--- src/rtl/uart_rx_fifo.sv ---
// Receive-side byte buffer behind the UART receiver: FWFT FIFO with valid/ready output,
// sticky overflow flag and saturating frame-error count. Define UART_RX_FIFO_ALMOST_FULL_EN to add almostFull.
module uart_rx_fifo #(
  parameter int Depth           = 8,
  parameter int AlmostFullLevel = 6
) (
  input  logic                   clk,
  input  logic                   nReset,
  input  logic [7:0]             rxData,
  input  logic                   rxDone,
  input  logic                   rxErr,
  output logic [7:0]             outData,
  output logic                   outValid,
  input  logic                   outReady,
  output logic [$clog2(Depth):0] count,
  output logic                   overflow,
  output logic [7:0]             errCount,
  input  logic                   clearFlags
`ifdef UART_RX_FIFO_ALMOST_FULL_EN
  ,
  output logic                   almostFull
`endif
);

  localparam int PtrW = $clog2(Depth);
  localparam int CntW = PtrW + 1;
  localparam logic [CntW-1:0] DepthCnt = CntW'(Depth);

  logic [7:0]      mem_q [Depth];
  logic [PtrW-1:0] wr_ptr_q, wr_ptr_d;
  logic [PtrW-1:0] rd_ptr_q, rd_ptr_d;
  logic [CntW-1:0] count_q, count_d;
  logic            overflow_q, overflow_d;
  logic [7:0]      err_count_q, err_count_d;

  logic full;
  logic push;
  logic pop;
  logic drop;

  assign full = (count_q == DepthCnt);
  assign pop  = outValid && outReady;
  // A pop in the same cycle frees the slot, so a full FIFO still accepts the byte.
  assign push = rxDone && (!full || pop);
  assign drop = rxDone && full && !pop;

  // NOTE: every variable written in always_comb gets a default first, so no path can infer a latch.
  always_comb begin
    wr_ptr_d    = wr_ptr_q;
    rd_ptr_d    = rd_ptr_q;
    count_d     = count_q;
    overflow_d  = overflow_q;
    err_count_d = err_count_q;

    if (push) wr_ptr_d = wr_ptr_q + PtrW'(1);
    if (pop)  rd_ptr_d = rd_ptr_q + PtrW'(1);

    unique case ({push, pop})
      2'b10:   count_d = count_q + CntW'(1);
      2'b01:   count_d = count_q - CntW'(1);
      default: count_d = count_q;
    endcase

    // A drop in the clearing cycle must still be reported.
    if (clearFlags) overflow_d = 1'b0;
    if (drop)       overflow_d = 1'b1;

    if (clearFlags)                       err_count_d = rxErr ? 8'd1 : 8'd0;
    else if (rxErr && err_count_q != 8'hFF) err_count_d = err_count_q + 8'd1;
  end

  // NOTE: sequential state uses non-blocking assignments so all flops update from pre-edge values.
  always_ff @(posedge clk or negedge nReset) begin
    if (!nReset) begin
      wr_ptr_q    <= '0;
      rd_ptr_q    <= '0;
      count_q     <= '0;
      overflow_q  <= 1'b0;
      err_count_q <= '0;
    end else begin
      wr_ptr_q    <= wr_ptr_d;
      rd_ptr_q    <= rd_ptr_d;
      count_q     <= count_d;
      overflow_q  <= overflow_d;
      err_count_q <= err_count_d;
    end
  end

  // NOTE: storage is deliberately not reset; valid data is tracked by count, and a reset here would cost a mux per bit.
  always_ff @(posedge clk) begin
    if (push) mem_q[wr_ptr_q] <= rxData;
  end

  assign outData  = mem_q[rd_ptr_q];
  assign outValid = (count_q != '0);
  assign count    = count_q;
  assign overflow = overflow_q;
  assign errCount = err_count_q;

`ifdef UART_RX_FIFO_ALMOST_FULL_EN
  localparam logic [CntW-1:0] AfLevel = CntW'(AlmostFullLevel);

  logic almost_full_q, almost_full_d;

  // Registered from next count so it switches on the same edge as count.
  always_comb begin
    almost_full_d = (count_d >= AfLevel);
  end

  always_ff @(posedge clk or negedge nReset) begin
    if (!nReset) almost_full_q <= 1'b0;
    else         almost_full_q <= almost_full_d;
  end

  assign almostFull = almost_full_q;
`endif

endmodule

--- config.mk ---
export PLATFORM = sky130hd
export DESIGN_NAME = uart_rx_fifo
export DESIGN_NICKNAME = d
export VERILOG_FILES = /design/src/rtl/uart_rx_fifo.sv
export SDC_FILE = /design/constraint.sdc
export NUM_CORES = 1
export LEC_CHECK = 0
export ABC_AREA = 1
export CAP_MARGIN = 15
export CORE_MARGIN = 5
export CORE_UTILIZATION = 60
export DETAILED_ROUTE_END_ITERATION = 16
export PLACE_DENSITY = 0.88
export SLEW_MARGIN = 10
export SYNTH_ARGS = -nofsm -noshare
export SYNTH_HDL_FRONTEND = slang
export SYNTH_SLANG_ARGS = --single-unit
--- constraint.sdc ---
create_clock -name clk -period 4.4 [get_ports clk]
set_input_delay 0.88 -clock clk [delete_from_list [all_inputs] [get_ports clk]]
set_output_delay 0.88 -clock clk [all_outputs]
set_load 0.05 [all_outputs]
==> metrics.yaml, run 1 <==
worst_hold_path:
  hold_path_class: "flop to flop"
detailed_routing:
  initialDrtViolationCount: 238
  viasPerCell: 5.71
  routed-via-count: 2485
  post_drt_wl_per_cell_um: 16.9
  ant_nets: 0
  drcViolationCount: 0
  drt-total-wl_mm: 7.34
  dr.pass1.iters: 5
cts:
  hold_buffers: 0
  postCtsSetupRepairBufs: 0
  clockRootBuffer: "clkbuf_8"
  clk_pin_slew_ns: 0.08
  clk_path_buf_depth: 2
  numCtsBuffers: 9
  post_cts_resized: 0
  clock-sinks: 83
  cts_max_level: 3
  cts_tree: "done"
  clkLatencyLatePin_ns: 0.35
worst_setup_path:
  worstSetupPathType: "flop to primary output"
  cp_max_fo: 18
  endpoint_kind: "primary output"
  worstPathArrival_ns: 2.75
  start_kind: "flop"
  cp.required_ns: 3.52
pwr:
  peakVddDrop_mv: 0.544
  p_leak_nw: 1.52
  power_density_nw_per_um2: 688
synthesis:
  synth_top_cell_by_area: "edfxtp_1"
  yosysUniqueCellTypes: 30
  avgSynthCellArea_um2: 11.2
  synth_edf_count: 64
  async_flop_share: 0.229
  yosys_warnings: 0
  yosys.area.top_type_share: 0.540
  ys_ff_latch: 83
  netlist_instances: 317
  netlist_area_um2: 3560
  yosys_most_used_dff: "edfxtp_1"
  seq_area_frac_synth: 0.674
  synthTopCellsByArea: "edfxtp_1 (54%), dfrtp_1 (13%), nor2_1 (7.5%), nand2_1 (3.4%), o21ai_1 (3.0%)"
  syn_nets: 335
layout:
  fillers: 411
  layout_commonest_cell: "nor2_1"
  multiInputGateArea_um2: 1040
  nets: 373
  mostFrequentLayoutCells: "nor2_1 (71), edfxtp_1 (64), clkdlybuf4s50_1 (35), nand2_1 (32), o21ai_1 (21)"
  diodes: 0
  regArea_um2: 2400
  layout-drive-gt1-share: 0.0833
  syn_to_final_growth_pct: 16.7
sta:
  finalHoldWorstSlack_ns: 0.524
  max_slew_margin: 0.385
  fin_tns_setup_ns: 0
  tightest_slew_ns: 0.920
  fmax_ghz: 0.275
  drv_slew: 0
  layout_min_cycle_time_ns: 3.63
  fin_crit_sh: 0.826
  layout_setup_ws_ns: 0.766
  setup_viol: 0
  rsz0062_at_grt: "false"
  hold_viol: 0
  fin_worst_skew_ns: 0.00596
floorplan:
  initial_core_util: 0.608
  die_w_um: 87.0
  fp.dieH_um: 87.0
  pin_count: 36
  die-area_um2: 7570
  rows: 28
  core_um2: 5850
place:
  gp_congestion: 0.859
  place_ws_ns: 1.17
  portBuffers: 35
  hpwlAfterDp_mm: 4.87
grt:
  track_usage: 0.212
  grt_pass1_wl_mm: 12.0
  grt_overflow: 0
  grt_start_max_net_pins: 34
  grt_pass1_vias: 2489
  antenna_found_initial: 0
flow_run:
  drv_cap: 0
run_status:
  status: "completed"
## power breakdown
part / leakage (nW) / total [mW] / internal (mW) / switching, mW
logic: 0.617 / 1.27 / 0.394 / 0.872
registers: 0.821 / 1.08 / 0.982 / 0.0931
clock network: 0.0870 / 0.517 / 0.260 / 0.257
## state kept, by name, indices dropped and copies added (netlist names)
name / count
count: 4
mem_q: 64
overflow: 1
wr_ptr_q: 3
errCount: 8
rd_ptr_q: 3
## path summary, 6_finish.rpt
| kind | end | slack, ns | cells past startpoint | startpoint |
|---|---|---|---|---|
| setup / recovery | outData[1] | 0.77 | 6 | rd_ptr_q[1]$_DFFE_PN0N_ |
| hold / removal | overflow$_DFFE_PN0P_ | 0.52 | 2 | overflow$_DFFE_PN0P_ |
| setup reg to reg | mem_q[2][1]$_DFFE_PP_ | 2.10 | 7 | count[0]$_DFFE_PN0P_ |
| hold reg to reg | overflow$_DFFE_PN0P_ | 0.52 | 2 | overflow$_DFFE_PN0P_ |
| max in group asynchronous | errCount[7]$_DFFE_PN0P_ | 2.85 | 1 | nReset |
| min in group asynchronous | count[1]$_DFFE_PN0P_ | 1.01 | 1 | nReset |
## worst max-delay path: stages (launching register included)
cell and delay [ns]:
dfrtp_1 0.61, inv_2 0.35, o21ai_0 0.15, o22ai_1 0.14
nor2_1 0.06, a31oi_1 0.24, clkdlybuf4s50_1 0.86
## stage by stage
step | instance area, um2 | utilization | cells | total power [mW]
2_1_floorplan | 3560 | - | 317 | 1.98
3_3_place_gp | 3970 | 0.678 | 419 | 2.30
3_5_place_dp | 3970 | 0.678 | 419 | 2.35
4_1_cts | 4150 | 0.710 | 435 | 2.86
5_1_grt | 4150 | 0.710 | 435 | 3.02
6_report | 4150 | 0.710 | 435 | 2.86
## logic make-up after synthesis
logic type	synth area share
xor+xnor	0.0222
flops	0.674
simple gates	0.159
buf+inv	0.0327
fa+ha+maj	0.0141
compound gates	0.0981
## area by class of cell
class                   count  share of cell area
clock buffers              11              0.0316
clock inverters             5              0.0130
inverters                  20              0.0181
multi-input cells         205               0.252
flip-flops and latches     83               0.577
well taps                  75              0.0226
repair buffers             36              0.0861
## cells in the mapped netlist (2+ instances only)
cell,instances
nor2_1,71
edfxtp_1,64
nand2_1,32
o21ai_1,21
o21ai_0,20
dfrtp_1,19
inv_1,12
a31oi_1,9
nand3_1,8
o22ai_1,8
xor2_1,8
inv_2,7
buf_2,6
ha_1,4
a21oi_1,3
clkbuf_1,3
nand2_4,3
nand4_1,3
nor3_1,3
nand2_2,2
o31ai_1,2
## routing by layer
metal  up-vias  part of all wire  GRT usage
met1      1197              0.43      0.274
met3         9             0.050     0.0388
li1       1183                 -          -
met2        96              0.51      0.362
met4         0             0.012     0.0680
met5         -                 0          0
(Power assumes the default switching activity.)
==> run 2, diff against run 1 <==
CORE_UTILIZATION = 51   (was 60)
PLACE_DENSITY = 0.81   (was 0.88)
clock period = 2.9 ns   (was 4.4 ns; I/O delays follow)
==> run 2 against run 1 <==
Effect of this change: critical path type unchanged; utilization shrank 8.8 points; worst setup slack got worse by 0.48 ns; first-iteration DRC count increased by 25%; total power grew 52%; sequential share of layout area shrank 0.96 points.
==> metrics.yaml, run 2 (synthesis gave the netlist of run 1 again) <==
sta:
  fin_tns_setup_ns: 0  # unchanged
  tightest_slew_ns: 0.883  # -0.0371 ns
  layout_setup_ws_ns: 0.290  # -0.476 ns
  fin_worst_skew_ns: 0.00785  # +0.00190 ns
  setup_viol: 0  # unchanged
  fmax_ghz: 0.383
  hold_viol: 0  # unchanged
  layout_min_cycle_time_ns: 2.61
  max_slew_margin: 0.410  # +0.0252
  fin_crit_sh: 0.900
  rsz0062_at_grt: "false"
  drv_slew: 0  # unchanged
worst_setup_path:
  cp_top_family: "flip-flops"
  start_kind: "flop"
  endpoint_kind: "primary output"
  cp_slowest_cell: "dfrtp_2"
  cp_max_fo: 18  # unchanged
  worstPathArrival_ns: 2.03  # -0.72 ns
  cp.required_ns: 2.32  # -1.20 ns
  crit_chain: "clkinv_2 -> nor2_1 -> o21ai_0 -> a31oi_1 -> buf_12"
  max_stage_delay_ns: 0.56  # -0.30 ns
  cp_num_buf_inv: 2  # unchanged
  worstSetupPathType: "flop to primary output"
detailed_routing:
  post_drt_wl_per_cell_um: 16.6  # -1.4%
  ant_nets: 0  # unchanged
  drcViolationCount: 0  # unchanged
  routed-via-count: 2515  # +1.2%
  initialDrtViolationCount: 297  # +25%
  dr.pass1.iters: 5  # unchanged
  viasPerCell: 5.42  # -5.1%
  drt-total-wl_mm: 7.72  # +5.2%
layout:
  largest_register_ffs: 64  # unchanged
  syn_to_final_growth_pct: 18.8
  mostFrequentLayoutCells: "nor2_1 (71), edfxtp_1 (64), nand2_1 (32), clkdlybuf4s50_1 (27), o21ai_1 (21)"
  layout_commonest_cell: "nor2_1"
  diodes: 0  # unchanged
  layout-drive-gt1-share: 0.120  # +0.0362
  largest-register: "mem_q"
  nets: 381  # +2.1%
pwr:
  power_density_nw_per_um2: 1030  # +50%
  internal_power_mw: 2.48  # +52%
  sw_frac_of_total: 0.430  # +0.00207
  p_leak_nw: 1.58  # +3.3%
  peakVddDrop_mv: 0.652  # +20%
  p_switching_mw: 1.87  # +53%
  pwr-share-comb: 0.468  # +0.025
  seq_power_share: 0.375  # about the same
  p_clk_frac: 0.157  # -0.024
cts:
  clkLatencyLatePin_ns: 0.35  # about the same
  clockRootBuffer: "clkbuf_8"
  cts_tree: "done"
  postCtsSetupRepairBufs: 0  # unchanged
  clock-sinks: 83  # unchanged
  numCtsBuffers: 9  # unchanged
  clk_path_buf_depth: 2  # unchanged
  post_cts_resized: 0  # unchanged
  hold_buffers: 0  # unchanged
  clk_pin_slew_ns: 0.07  # about the same
  cts_max_level: 3  # unchanged
floorplan:
  fp.dieH_um: 93.5  # +7.5%
  die_w_um: 93.5  # +7.5%
  core_um2: 6790  # +16%
  rows: 30  # +7.1%
  die-area_um2: 8750  # +16%
  pin_count: 36  # unchanged
  initial_core_util: 0.524  # -0.0845
run_status:
  status: "completed"
grt:
  grt_pass1_wl_mm: 12.6  # +5.1%
  grt_overflow: 0  # unchanged
  grt_start_max_net_pins: 34  # unchanged
  antenna_found_initial: 0  # unchanged
  grt_pass1_vias: 2538  # +2.0%
  track_usage: 0.192  # -0.0196
place:
  hpwlAfterDp_mm: 5.28  # +8.3%
  portBuffers: 35  # unchanged
  place_ws_ns: 0.546  # -0.628 ns
  gp_congestion: 0.869  # +1.3%
worst_hold_path:
  hold_path_class: "flop to flop"
flow_run:
  drv_cap: 0  # unchanged
-- run 2: changes by cell type in the layout (fill, tap and decap cells not counted), sizes merged --
cell           before  now
clkdlybuf4s50      35   27
clkbuf             11   15
buf                 1   17
clkinvlp            2    0
bufinv              1    0
inv                19   18
-- run 2: area by class of cell --
class	count	area (um2)
inverter	20	76.3
clock inverter	1	5.00
sequential	83	2400
clock buffer	15	146
tap	96	120
timing repair buffer	44	435
multi-input combinational	205	1040
fill	545	2570
-- run 2: final timing paths --
check / from / end / slack [ns] / cells after the start
max: rd_ptr_q[1]$_DFFE_PN0N_ / outData[2] / 0.29 / 5
min: overflow$_DFFE_PN0P_ / overflow$_DFFE_PN0P_ / 0.51 / 2
max reg2reg: count[3]$_DFFE_PN0P_ / mem_q[2][2]$_DFFE_PP_ / 1.12 / 8
min reg2reg: overflow$_DFFE_PN0P_ / overflow$_DFFE_PN0P_ / 0.51 / 2
max in group asynchronous: nReset / rd_ptr_q[1]$_DFFE_PN0N_ / 1.57 / 1
min in group asynchronous: nReset / overflow$_DFFE_PN0P_ / 0.73 / 1
-- run 2: routing by layer --
metal / wire length [um] / vias to the layer above / track usage
li1: - / 1196 / -
met1: 3230 / 1174 / 0.258
met2: 3690 / 132 / 0.305
met3: 664 / 13 / 0.0442
met4: 135 / 0 / 0.0734
met5: 0 / - / 0
-- run 2: worst min-delay path, delay by kind of cell (launching register included) --
kind / cells / cell delay [ns]
AND/OR/NAND/NOR: 1 / 0.05
AO/OA/AOI/OAI: 1 / 0.07
flip-flops: 1 / 0.35
-- run 2: through the flow --
| stage | hold slack (ns) | util | std cells | area, um2 | total power, mW |
|---|---|---|---|---|---|
| 3_5_place_dp | 0.490 | 0.599 | 448 | 4070 | 3.69 |
| 5_1_grt | 0.545 | 0.622 | 464 | 4230 | 4.61 |
| 4_1_cts | 0.514 | 0.622 | 464 | 4220 | 4.36 |
| 6_report | 0.506 | 0.622 | 464 | 4230 | 4.35 |
| 3_3_place_gp | 0.507 | 0.599 | 448 | 4070 | 3.65 |
| 2_1_floorplan | 0.284 | - | 317 | 3560 | 3.00 |
-- run 2: power by group through the flow --
| stage | sequential, mW | combinational, mW | clock, mW |
|---|---|---|---|
| after global placement | 1.65 | 2.00 | 0 |
| after CTS | 1.63 | 2.04 | 0.693 |
| after floorplan | 1.73 | 1.27 | 0 |
| after detailed placement | 1.65 | 2.04 | 0 |
| final | 1.63 | 2.04 | 0.683 |
| after global routing | 1.66 | 2.20 | 0.747 |
